===== src/rtl/if_id_stage.sv =====
`default_nettype none
// ============================================================================
// Module   : if_id_stage
// Purpose  : Instruction fetch stage with IF/ID pipeline register. Owns the
//            program counter, reads 16-bit words from an asynchronous-read
//            instruction memory and assembles one complete instruction
//            (opcode word plus optional immediate word) per valid ID slot.
// Ports    : clk_in, rst_n_in         - clock / async active-low reset
//            HDU_stall_in             - freeze PC, FSM and IF/ID contents
//            branch_taken_EX_in       - flush wrong-path work and redirect
//            branch_target_EX_in      - redirect address
//            inst_mem_data_in         - memory word at pc_out
//            pc_out                   - current fetch address (registered)
//            inst_ID_out / imm_ID_out - opcode word / immediate word to decode
//            pc_next_ID_out           - address after the instruction's last word
//            valid_ID_out             - ID slot holds a real instruction
// Revision : 1.0 - initial release
// ============================================================================
module if_id_stage #(
  parameter int                  PC_WIDTH = 32,
  parameter logic [PC_WIDTH-1:0] RESET_PC = '0
) (
  input  logic                clk_in,
  input  logic                rst_n_in,
  input  logic                HDU_stall_in,
  input  logic                branch_taken_EX_in,
  input  logic [PC_WIDTH-1:0] branch_target_EX_in,
  input  logic [15:0]         inst_mem_data_in,
  output logic [PC_WIDTH-1:0] pc_out,
  output logic [15:0]         inst_ID_out,
  output logic [15:0]         imm_ID_out,
  output logic [PC_WIDTH-1:0] pc_next_ID_out,
  output logic                valid_ID_out
);

  typedef enum logic [0:0] {
    FETCH_OP  = 1'b0,
    FETCH_IMM = 1'b1
  } state_t;

  state_t              state_q,   state_d;
  logic [PC_WIDTH-1:0] pc_q,      pc_d;
  logic [15:0]         pending_q, pending_d;
  logic [15:0]         inst_q,    inst_d;
  logic [15:0]         imm_q,     imm_d;
  logic [PC_WIDTH-1:0] pcn_q,     pcn_d;
  logic                valid_q,   valid_d;

  // Modulo-2^PC_WIDTH increment; the carry out is simply dropped.
  logic [PC_WIDTH-1:0] pc_plus1;
  assign pc_plus1 = pc_q + PC_WIDTH'(1);

  always_comb begin
    state_d   = state_q;
    pc_d      = pc_q;
    pending_d = pending_q;
    inst_d    = inst_q;
    imm_d     = imm_q;
    pcn_d     = pcn_q;
    valid_d   = valid_q;

    if (branch_taken_EX_in) begin
      // Flush outranks stall: drop any half-fetched instruction.
      pc_d      = branch_target_EX_in;
      state_d   = FETCH_OP;
      pending_d = '0;
      inst_d    = '0;
      imm_d     = '0;
      pcn_d     = '0;
      valid_d   = 1'b0;
    end else if (!HDU_stall_in) begin
      pc_d = pc_plus1;
      case (state_q)
        FETCH_OP: begin
          if (inst_mem_data_in[0]) begin
            // Opcode carries an immediate: park it and emit a bubble.
            pending_d = inst_mem_data_in;
            state_d   = FETCH_IMM;
            inst_d    = '0;
            imm_d     = '0;
            pcn_d     = '0;
            valid_d   = 1'b0;
          end else begin
            inst_d  = inst_mem_data_in;
            imm_d   = '0;
            pcn_d   = pc_plus1;
            valid_d = 1'b1;
          end
        end
        FETCH_IMM: begin
          inst_d  = pending_q;
          imm_d   = inst_mem_data_in;
          pcn_d   = pc_plus1;
          valid_d = 1'b1;
          state_d = FETCH_OP;
        end
        default: state_d = FETCH_OP;
      endcase
    end
  end

  always_ff @(posedge clk_in or negedge rst_n_in) begin
    if (!rst_n_in) begin
      state_q   <= FETCH_OP;
      pc_q      <= RESET_PC;
      pending_q <= '0;
      inst_q    <= '0;
      imm_q     <= '0;
      pcn_q     <= '0;
      valid_q   <= 1'b0;
    end else begin
      state_q   <= state_d;
      pc_q      <= pc_d;
      pending_q <= pending_d;
      inst_q    <= inst_d;
      imm_q     <= imm_d;
      pcn_q     <= pcn_d;
      valid_q   <= valid_d;
    end
  end

  assign pc_out         = pc_q;
  assign inst_ID_out    = inst_q;
  assign imm_ID_out     = imm_q;
  assign pc_next_ID_out = pcn_q;
  assign valid_ID_out   = valid_q;

endmodule
`default_nettype wire


===== config.mk =====
export PLATFORM = sky130hd
export DESIGN_NAME = if_id_stage
export DESIGN_NICKNAME = d
export VERILOG_FILES = /design/src/rtl/if_id_stage.sv
export SDC_FILE = /design/constraint.sdc
export NUM_CORES = 1
export LEC_CHECK = 0
export ABC_AREA = 1
export ABC_CLOCK_PERIOD_IN_PS = 2000
export BUFFER_PORTS_ARGS = -buffer_cell sky130_fd_sc_hd__buf_2
export CORE_MARGIN = 4
export CORE_UTILIZATION = 35
export CTS_BUF_LIST = sky130_fd_sc_hd__clkbuf_8
export CTS_CLUSTER_DIAMETER = 30
export DETAILED_ROUTE_END_ITERATION = 10
export GPL_TIMING_DRIVEN = 0
export HOLD_SLACK_MARGIN = 0.15
export PLACE_DENSITY = 0.54
export SKIP_CTS_REPAIR_TIMING = 1
export SYNTH_ARGS = -nofsm -noshare
export SYNTH_HDL_FRONTEND = slang
export SYNTH_SLANG_ARGS = --single-unit
export TNS_END_PERCENT = 100

===== constraint.sdc =====
create_clock -name clk_in -period 2 [get_ports clk_in]
set_clock_uncertainty 0.2 [all_clocks]
set_input_delay 0.1 -clock clk_in [delete_from_list [all_inputs] [get_ports clk_in]]
set_output_delay 0.1 -clock clk_in [all_outputs]
set_load 0.01 [all_outputs]

==> results of run 1 <==
[registers in the layout (all words and copies together), names as in the netlist]
| register | count |
|---|---|
| state_q | 1 |
| inst_ID_out | 16 |
| pc_out | 32 |
| pc_next_ID_out | 32 |
| valid_ID_out | 1 |
| imm_ID_out | 16 |
| pending_q | 16 |
[per-layer routing]
layer	vias to the layer above	wire length (um)	share of wire [%]	track usage, %
met5	-	0	0	0
met4	0	243	1.3	5.71
met3	15	1370	7.3	6.80
met2	184	8680	46	31.4
met1	2638	8430	45	26.5
li1	2790	-	-	-
[placed cells by master, fill, tap and decap left out, types with 16 or more instances in the layout]
master	n
a32o_1	16
nand2_1	275
inv_1	56
a21oi_1	17
dlygate4sd3_1	52
buf_2	166
nor2_1	47
a22oi_1	20
dfrtp_1	113
o21ai_0	33
clkbuf_8	20
nand3_1	49
[area by class of cell]
type	count	area [um2]	share of cell area [%]
clock inverter	12	134	1.74
buffer	33	175	2.27
inverter	62	233	3.02
sequential	114	2850	37.0
clock buffer	20	275	3.57
multi-input combinational	513	2450	31.8
tap	216	270	3.50
timing repair buffer	202	1320	17.1
[power by group]
part	internal, uW	leakage [uW]	switching [uW]	total, uW
clock	1200	0.000198	1030	2230
sequential	2460	0.00149	173	2640
combinational	437	0.00243	663	1100
total	4110	0.00411	1860	5970
[how the worst max path moves through the flow]
stage / depth (start not counted) / end / slack [ns]
floorplan: 9 / pc_out[14]$_DFFE_PN0P_ / 0.26
global placement: 1 / imm_ID_out[14]$_DFFE_PN0P_ / -0.85
detailed placement: 9 / pc_out[14]$_DFFE_PN0P_ / 0.02
CTS: 9 / pc_out[14]$_DFFE_PN0P_ / 0.008
global route: 10 / pc_out[18]$_DFFE_PN0P_ / 0.005
finish: 9 / pc_out[14]$_DFFE_PN0P_ / 0.14
[tightest hold or removal path: cells and delay by family]
kind | cells | cell delay [ns]
and+or+nand+nor | 2 | 0.12
buffers and inverters | 2 | 0.64
[cells by family (layout without fill, tap and decap cells)]
logic type | Yosys count | in the layout | share of synthesized area (%)
fa+ha+maj | 1 | 1 | 0.219
xor+xnor | 8 | 8 | 1.23
buf+inv | 95 | 329 | 7.15
compound gates | 112 | 112 | 13.0
simple gates | 392 | 392 | 28.4
flops | 114 | 114 | 50.0
[per-stage QoR]
step | instance area [um2] | setup WS, ns | TNS [ns]
floorplan | 5710 | 0.257 | 0
global placement | 6710 | -0.851 | -95.62
detailed placement | 6750 | 0.0246 | 0
CTS | 7150 | 0.00757 | 0
global route | 7710 | 0.00535 | 0
finish | 7710 | 0.138 | 0
==> impl_metrics.csv, run 1 <==
group,metric,value,unit
status,outcome,"completed",
critical_path,cp_max_fo,9,
power,powerDensity,774,mW/mm2
drt,via_per_inst,4.80,
clock_tree,cts_tree,"yes",
critical_path,critPathSlowestCell,"dfrtp_1",
die,dieArea,0.0184,mm2
sta,holdWs,0.236,ns
drt,drc_errors,0,
clock_tree,clkTransAtPathRegs,0.07,ns
placement,dp_hpwl,13400,um
yosys,yosysTopAreaCell,"dfrtp_1",
yosys,synthCells,722,
sta,post-route-period-util,93.1,%
drt,wirelength,18700,um
critical_path,reg2reg_depth,9,
final_layout,nets,996,
placement,port_buffers,147,
final_layout,stdcell_count,1172,
die,ioPinCount,149,
flow_run,maxCapViolations,0,
final_layout,fill_cells,1635,
die,core-area,0.0159,mm2
power,ir_worst_vdd,0.420,mV
min_path,hold_depth,4,
placement,gp_congestion,0.836,
die,dieHeight,136,um
critical_path,worstSetupEndpointType,"register",
placement,placed_cells,1086,
drt,ant_nets,0,
final_layout,diodes,0,
yosys,syn_area,0.00571,mm2
die,num_rows,46,
die,start_util,35.8,%
yosys,synth-seq-cells,114,
yosys,yosysWarnings,0,
clock_tree,clk_latency,0.45,ns
yosys,synth_common_cells,"nand2_1, dfrtp_1, inv_1",
clock_tree,cts_made_buffers,17,
critical_path,cp.required,2.14,ns
clock_tree,cts_root_buf,"clkbuf_8",
yosys,synth_top_area_share,50.0,%
min_path,hp-class,"primary input to register",
global_route,antenna_found_initial,0,
critical_path,cp_cell_sequence,"ha_1, nand2_2, nor2_4, nand2_2, nor2_8, xnor2_1, nand2_1, nand2_1, inv_1",
yosys,ys_types,31,
yosys,synth_area_leaders,"dfrtp_1, nand2_1, nand3_1",
clock_tree,htree_levels,4,
yosys,synth_fp_nets,775,
critical_path,path_class,"register to register",
sta,slew_headroom,54.4,%
sta,setup_violations,0,
drt,drtPass1Iterations,5,
sta,worst_slew_pin_slew,0.683,ns
critical_path,slowest_delay,0.41,ns
critical_path,reg2reg_slack,0.14,ns
drt,drt_iter0_drc,310,
yosys,ys_seq_area_share,50.0,%
global_route,grt_max_degree,82,
yosys,synth.most_common_cell,"nand2_1",
power,leakagePower,0.00411,uW
final_layout,drive_gt1_share,24.1,%
global_route,grt_pass1_vias,5258,
clock_tree,cts.sinks,114,
global_route,track_usage,20.0,%
sta,maxSlewViolCount,0,
critical_path,cp-startpoint,"pc_out[1]$_DFFE_PN0P_",
critical_path,critPathLaunchType,"register",
final_layout,area_growth,35.2,%
die,fp.dieW,136,um
sta,fmax,0.537,GHz
min_path,min_from,"inst_mem_data_in[7]",
yosys,synthFlopType,"dfrtp_1",
power,total_power,5970,uW
drt,route.vias.total,5627,
sta,rsz0062_at_grt,"false",
global_route,grt_pass1_wl,28300,um
critical_path,critical_path.top_delay_family,"simple AND/OR/NAND/NOR gates",
yosys,synth.avg_cell_area,7.90,um2
critical_path,arrival,2.01,ns
sta,min_period,1.86,ns
yosys,async_flop_share,100,%
critical_path,cp_num_buf_inv,1,
global_route,overflow,0,
final_layout,final_util,48.4,%
drt,routedWlPerCell,16.0,um
sta,finalHoldViolations,0,
yosys,synth_edf_count,0,
clock_tree,cts_max_path_buffers,2,
critical_path,r2r_end,"pc_out[14]$_DFFE_PN0P_",
critical_path,rr_startpoint,"pc_out[1]$_DFFE_PN0P_",
min_path,hold_end,"imm_ID_out[7]$_DFFE_PN0P_",
No activity file was read; power rests on OpenSTA's default activity.
==> inputs of run 2 (changes only) <==
--- a/config.mk
+++ b/config.mk
@@ -8,6 +8,8 @@
 export ABC_AREA = 1
 export ABC_CLOCK_PERIOD_IN_PS = 2000
 export BUFFER_PORTS_ARGS = -buffer_cell sky130_fd_sc_hd__buf_2
+export CELL_PAD_IN_SITES_DETAIL_PLACEMENT = 0
+export CELL_PAD_IN_SITES_GLOBAL_PLACEMENT = 1
 export CORE_MARGIN = 4
 export CORE_UTILIZATION = 35
 export CTS_BUF_LIST = sky130_fd_sc_hd__clkbuf_8
@@ -15,7 +17,7 @@
 export DETAILED_ROUTE_END_ITERATION = 10
 export GPL_TIMING_DRIVEN = 0
 export HOLD_SLACK_MARGIN = 0.15
-export PLACE_DENSITY = 0.54
+export PLACE_DENSITY = 0.71
 export SKIP_CTS_REPAIR_TIMING = 1
 export SYNTH_ARGS = -nofsm -noshare
 export SYNTH_HDL_FRONTEND = slang
==> run 2 against run 1 <==
  * Via count rose by 1.6%
  * Sequential share of layout area barely moved
  * Hold slack improved by 0.025 ns
  * Die area did not move
  * Clock-buffer cell count rose by 2
  * First-iteration DRC count rose by 0.32%
  * Critical endpoint unchanged
  * Highest routed layer unchanged
==> impl_metrics.csv, run 2 (synthesized netlist as in run 1, its figures left out) <==
group,metric,value,unit
critical_path,critPathSlowestCell,"dfrtp_1",
die,ioPinCount,149,
critical_path,cp_cell_sequence,"ha_1, nand2_2, nor2_4, nand2_4, nor2_8, xnor2_1, nand2_1, nand2_1, inv_1",
flow_run,maxCapViolations,0,
critical_path,worstSetupEndpointType,"register",
final_layout,drive_gt1_share,23.8,%
critical_path,slowest_delay,0.42,ns
min_path,hold_end,"imm_ID_out[0]$_DFFE_PN0P_",
clock_tree,cts_max_path_buffers,2,
clock_tree,cts.sinks,114,
critical_path,cp_num_buf_inv,1,
die,dieArea,0.0184,mm2
critical_path,critical_path.top_delay_family,"simple AND/OR/NAND/NOR gates",
power,powerDensity,765,mW/mm2
drt,drtPass1Iterations,5,
global_route,grt_max_degree,85,
drt,drt_iter0_drc,311,
placement,gp_congestion,0.856,
global_route,grt_pass1_vias,5449,
critical_path,cp_max_fo,5,
drt,route.vias.total,5715,
sta,maxSlewViolCount,0,
sta,tns,0,ns
power,leakagePower,0.00413,uW
min_path,hp-class,"primary input to register",
global_route,antenna_found_initial,0,
clock_tree,clkTransAtPathRegs,0.07,ns
clock_tree,cts_made_buffers,17,
power,total_power,5900,uW
drt,routedWlPerCell,16.3,um
final_layout,layout_commonest_cell,"nand2_1",
critical_path,critPathLaunchType,"register",
critical_path,rr_startpoint,"pc_out[1]$_DFFE_PN0P_",
drt,via_per_inst,4.88,
sta,slew_headroom,57.2,%
placement,dp_hpwl,13700,um
global_route,overflow,0,
clock_tree,htree_levels,4,
final_layout,nets,996,
sta,rsz0062_at_grt,"false",
critical_path,reg2reg_depth,9,
final_layout,area_growth,35.1,%
min_path,min_from,"inst_mem_data_in[0]",
sta,finalHoldViolations,0,
clock_tree,cts_tree,"yes",
final_layout,final_cell_mix,"nand2_1, buf_2, dfrtp_1",
drt,wirelength,19100,um
die,core-area,0.0159,mm2
min_path,hold_depth,4,
sta,min_period,1.85,ns
sta,post-route-period-util,92.4,%
sta,worst_slew_pin_slew,0.642,ns
die,fp.dieW,136,um
placement,port_buffers,147,
critical_path,crit_path_frequent_cell,"nand2_1",
die,dieHeight,136,um
critical_path,cp.required,2.14,ns
final_layout,fill_cells,1622,
power,ir_worst_vdd,0.393,mV
sta,fmax,0.541,GHz
critical_path,reg2reg_slack,0.15,ns
critical_path,path_class,"register to register",
die,num_rows,46,
global_route,grt_pass1_wl,29000,um
drt,ant_nets,0,
critical_path,arrival,1.98,ns
global_route,track_usage,20.5,%
clock_tree,cts_root_buf,"clkbuf_8",
sta,setup_violations,0,
status,outcome,"completed",
critical_path,r2r_end,"pc_out[14]$_DFFE_PN0P_",
drt,drc_errors,0,
die,start_util,35.8,%
clock_tree,clk_latency,0.44,ns
run 2: routing by layer:
metal  vias to the layer above  track usage, %  share of wire (%)
met5                         -               0                  0
met4                         0            6.16                1.3
met3                        19            5.76                6.4
met2                       190            33.8                 48
met1                      2716            26.2                 45
li1                       2790               -                  -
run 2: how the worst max path moves through the flow:
stage	cells past startpoint	endpoint	slack [ns]	from
global placement	1	imm_ID_out[14]$_DFFE_PN0P_	-0.81	rst_n_in
global route	10	pc_next_ID_out[28]$_DFFE_PN0P_	0.001	pc_out[0]$_DFFE_PN0P_
CTS	10	pc_out[20]$_DFFE_PN0P_	0.02	pc_out[0]$_DFFE_PN0P_
floorplan	9	pc_out[14]$_DFFE_PN0P_	0.26	pc_out[0]$_DFFE_PN0P_
detailed placement	10	pc_out[20]$_DFFE_PN0P_	0.05	pc_out[0]$_DFFE_PN0P_
finish	9	pc_out[14]$_DFFE_PN0P_	0.15	pc_out[1]$_DFFE_PN0P_
run 2: tightest hold or removal path, stage by stage:
cell and delay (ns):
dlygate4sd3_1 0.52, buf_2 0.12, nand3_1 0.07, nand2_1 0.05
run 2: where the power goes:
group          internal [uW]  leakage (uW)  switching, uW
Sequential              2470       0.00149            181
Clock                   1240      0.000212            913
Combinational            435       0.00243            666
Total                   4140       0.00413           1760
run 2: cell type report:
cell class,instances,area [um2],area share [%]
Buffer,33,175,2.27
Antenna cell,2,5.00,0.0649
Tap cell,216,270,3.51
Clock inverter,8,87.6,1.14
Timing Repair Buffer,201,1310,17.0
Clock buffer,22,303,3.93
Sequential cell,114,2850,37.0
Inverter,62,233,3.02
Multi-Input combinational cell,514,2470,32.1
run 2: per-stage QoR:
stage | instance area [um2] | util, % | cells | setup slack (ns) | hold WS [ns]
4_1_cts | 7140 | 44.8 | 1116 | 0.0246 | -0.680
6_report | 7710 | 48.4 | 1172 | 0.152 | 0.262
2_1_floorplan | 5710 | - | 722 | 0.257 | -0.396
5_1_grt | 7700 | 48.3 | 1170 | 0.00118 | 0.263
3_3_place_gp | 6710 | 42.1 | 1085 | -0.806 | 0.162
3_5_place_dp | 6750 | 42.3 | 1086 | 0.0476 | -0.197
==> inputs of run 3 (changes only) <==
--- a/config.mk
+++ b/config.mk
@@ -7,7 +7,6 @@
 export LEC_CHECK = 0
 export ABC_AREA = 1
 export ABC_CLOCK_PERIOD_IN_PS = 2000
-export BUFFER_PORTS_ARGS = -buffer_cell sky130_fd_sc_hd__buf_2
 export CELL_PAD_IN_SITES_DETAIL_PLACEMENT = 0
 export CELL_PAD_IN_SITES_GLOBAL_PLACEMENT = 1
 export CORE_MARGIN = 4
@@ -15,9 +14,10 @@
 export CTS_BUF_LIST = sky130_fd_sc_hd__clkbuf_8
 export CTS_CLUSTER_DIAMETER = 30
 export DETAILED_ROUTE_END_ITERATION = 10
+export DONT_BUFFER_PORTS = 1
 export GPL_TIMING_DRIVEN = 0
 export HOLD_SLACK_MARGIN = 0.15
-export PLACE_DENSITY = 0.71
+export PLACE_DENSITY = 0.6
 export SKIP_CTS_REPAIR_TIMING = 1
 export SYNTH_ARGS = -nofsm -noshare
 export SYNTH_HDL_FRONTEND = slang
==> run 3 against run 2 <==
  * The run now ends with hold timing left
  * Highest routed layer unchanged
  * Cell area is 9.6% lower
  * Clock power rose by 7%
  * Sequential share of layout area grew 4.1 points
  * Die area unchanged
  * Setup slack got worse by 0.024 ns
  * Utilization down 4.6 points
  * Sequential power up 4%
  * Non-clock buffer count shrank 150
  * Maximum frequency fell by 1.3%
  * Hold slack got worse by 1.1 ns
  * Cell count down 13%
  * Combinational power decreased by 29%
==> impl_metrics.csv, run 3 (synthesized netlist as in run 1, its figures left out) <==
group,metric,value,unit
placement,gp_congestion,0.813,
critical_path,worstSetupEndpointType,"register",
die,dieHeight,136,um
critical_path,path_class,"register to register",
global_route,track_usage,20.3,%
power,total_power,5830,uW
power,powerDensity,836,mW/mm2
global_route,grt_util_met3,7.32,%
final_layout,multi_input_area,0.00250,mm2
sta,fmax,0.534,GHz
drt,via_per_inst,4.94,
drt,ant_nets,0,
status,outcome,"finished with violations",
sta,min_period,1.87,ns
critical_path,cp_cell_sequence,"ha_4, nand2_2, nor2_4, nand2_4, nor2_8, xnor2_1, nand2_1, nand2_1, inv_1",
final_layout,nets,846,
die,fp.dieW,136,um
die,num_rows,46,
global_route,grt_most_used_layer,"met2",
clock_tree,clkTransAtPathRegs,0.08,ns
final_layout,diodes,0,
global_route,overflow,0,
die,dieArea,0.0184,mm2
clock_tree,cts_tree,"yes",
critical_path,slowest_delay,0.50,ns
sta,worst_slew_pin_slew,0.612,ns
min_path,hp-class,"primary input to async pin",
power,leakagePower,0.00342,uW
clock_tree,cts_root_buf,"clkbuf_8",
sta,maxSlewViolCount,0,
flow_run,maxCapViolations,0,
status,violations,"hold timing",
sta,rsz0062_at_grt,"true",
final_layout,fill_cells,1691,
die,core-area,0.0159,mm2
sta,tns,0,ns
drt,routedWlPerCell,18.1,um
drt,route.vias.total,5046,
drt,wirelength,18500,um
clock_tree,cts.sinks,114,
final_layout,area_growth,22.1,%
final_layout,final_cell_mix,"nand2_1, dfrtp_1, inv_1",
placement,port_buffers,0,
drt,drc_errors,0,
sta,holdWs,-0.851,ns
final_layout,seq_area,0.00287,mm2
sta,post-route-period-util,93.6,%
sta,slew_headroom,59.2,%
critical_path,cp_max_fo,7,
final_layout,final_util,43.7,%
critical_path,arrival,2.01,ns
global_route,antenna_found_initial,0,
clock_tree,clk_latency,0.44,ns
critical_path,critPathLaunchType,"register",
die,ioPinCount,149,
sta,fin_ws,0.128,ns
global_route,grt_pass1_wl,28400,um
drt,drtPass1Iterations,4,
critical_path,critPathSlowestCell,"dfrtp_2",
clock_tree,cts_made_buffers,17,
critical_path,crit_path_frequent_cell,"nand2_1",
placement,dpl_cell_area,0.00598,mm2
power,ir_worst_vdd,0.393,mV
final_layout,design_area,0.00697,mm2
placement,dp_hpwl,13500,um
final_layout,layout_commonest_cell,"nand2_1",
global_route,grtUsageMet1,25.2,%
clock_tree,htree_levels,4,
placement,dp_slack,-0.0638,ns
global_route,grt_max_degree,115,
clock_tree,cts_max_path_buffers,2,
global_route,grt.met2_usage,32.8,%
sta,finalHoldViolations,114,
drt,drt_iter0_drc,188,
critical_path,cp.required,2.14,ns
global_route,grt_pass1_vias,5007,
sta,setup_violations,0,
final_layout,drive_gt1_share,12.2,%
die,start_util,35.8,%
run 3: cell count changes in the layout (fill, tap and decap cells not counted), sizes merged:
cell,delta
dlygate4sd3,-2
inv,-1
bufinv,+1
clkbuf,-4
buf,-148
diode,-2
clkinv,+4
clkinvlp,+2
run 3: final cells by class:
class                           instances  share of cell area, %
Sequential cell                       114                   41.1
Multi-Input combinational cell        514                   35.9
Tap cell                              216                   3.88
Timing Repair Buffer                   51                   7.29
Buffer                                 33                   2.51
Clock buffer                           18                   3.55
Inverter                               62                   3.34
Clock inverter                         14                   2.37
run 3: routing by layer:
metal | vias up | wire length [um]
met2 | 131 | 9070
met1 | 2401 | 7830
met5 | - | 0
li1 | 2492 | -
met4 | 0 | 357
met3 | 22 | 1270
run 3: stage by stage:
step | cells | hold WS [ns]
6_report | 1022 | -0.851
2_1_floorplan | 722 | -0.396
4_1_cts | 970 | -0.887
3_3_place_gp | 938 | -0.392
3_5_place_dp | 938 | -0.391
5_1_grt | 1022 | -0.882
run 3: final timing paths:
kind / from / slack, ns / cells past startpoint / end
max: pc_out[0]$_DFFE_PN0P_ / 0.13 / 9 / pc_out[14]$_DFFE_PN0P_
min: rst_n_in / -0.85 / 0 / pc_out[11]$_DFFE_PN0P_
max reg2reg: pc_out[0]$_DFFE_PN0P_ / 0.13 / 9 / pc_out[14]$_DFFE_PN0P_
min reg2reg: pending_q[14]$_DFFE_PN0P_ / 0.30 / 1 / pending_q[14]$_DFFE_PN0P_
max in group asynchronous: rst_n_in / 2.20 / 0 / valid_ID_out$_DFFE_PN0P_
min in group clk_in: branch_target_EX_in[0] / 0.18 / 3 / pc_out[0]$_DFFE_PN0P_
run 3: where the power goes:
group	total, uW	internal (uW)	switching, uW
Combinational	777	303	474
Clock	2300	1260	1040
Sequential	2750	2470	286
run 3: worst max-delay path, delay by kind of cell, from the launching register on:
kind	cells	cell delay, ns
and+or+nand+nor	6	0.68
DFF	1	0.50
buffers and inverters	1	0.04
adders and majority gates	1	0.17
xor gates and xnor gates	1	0.18
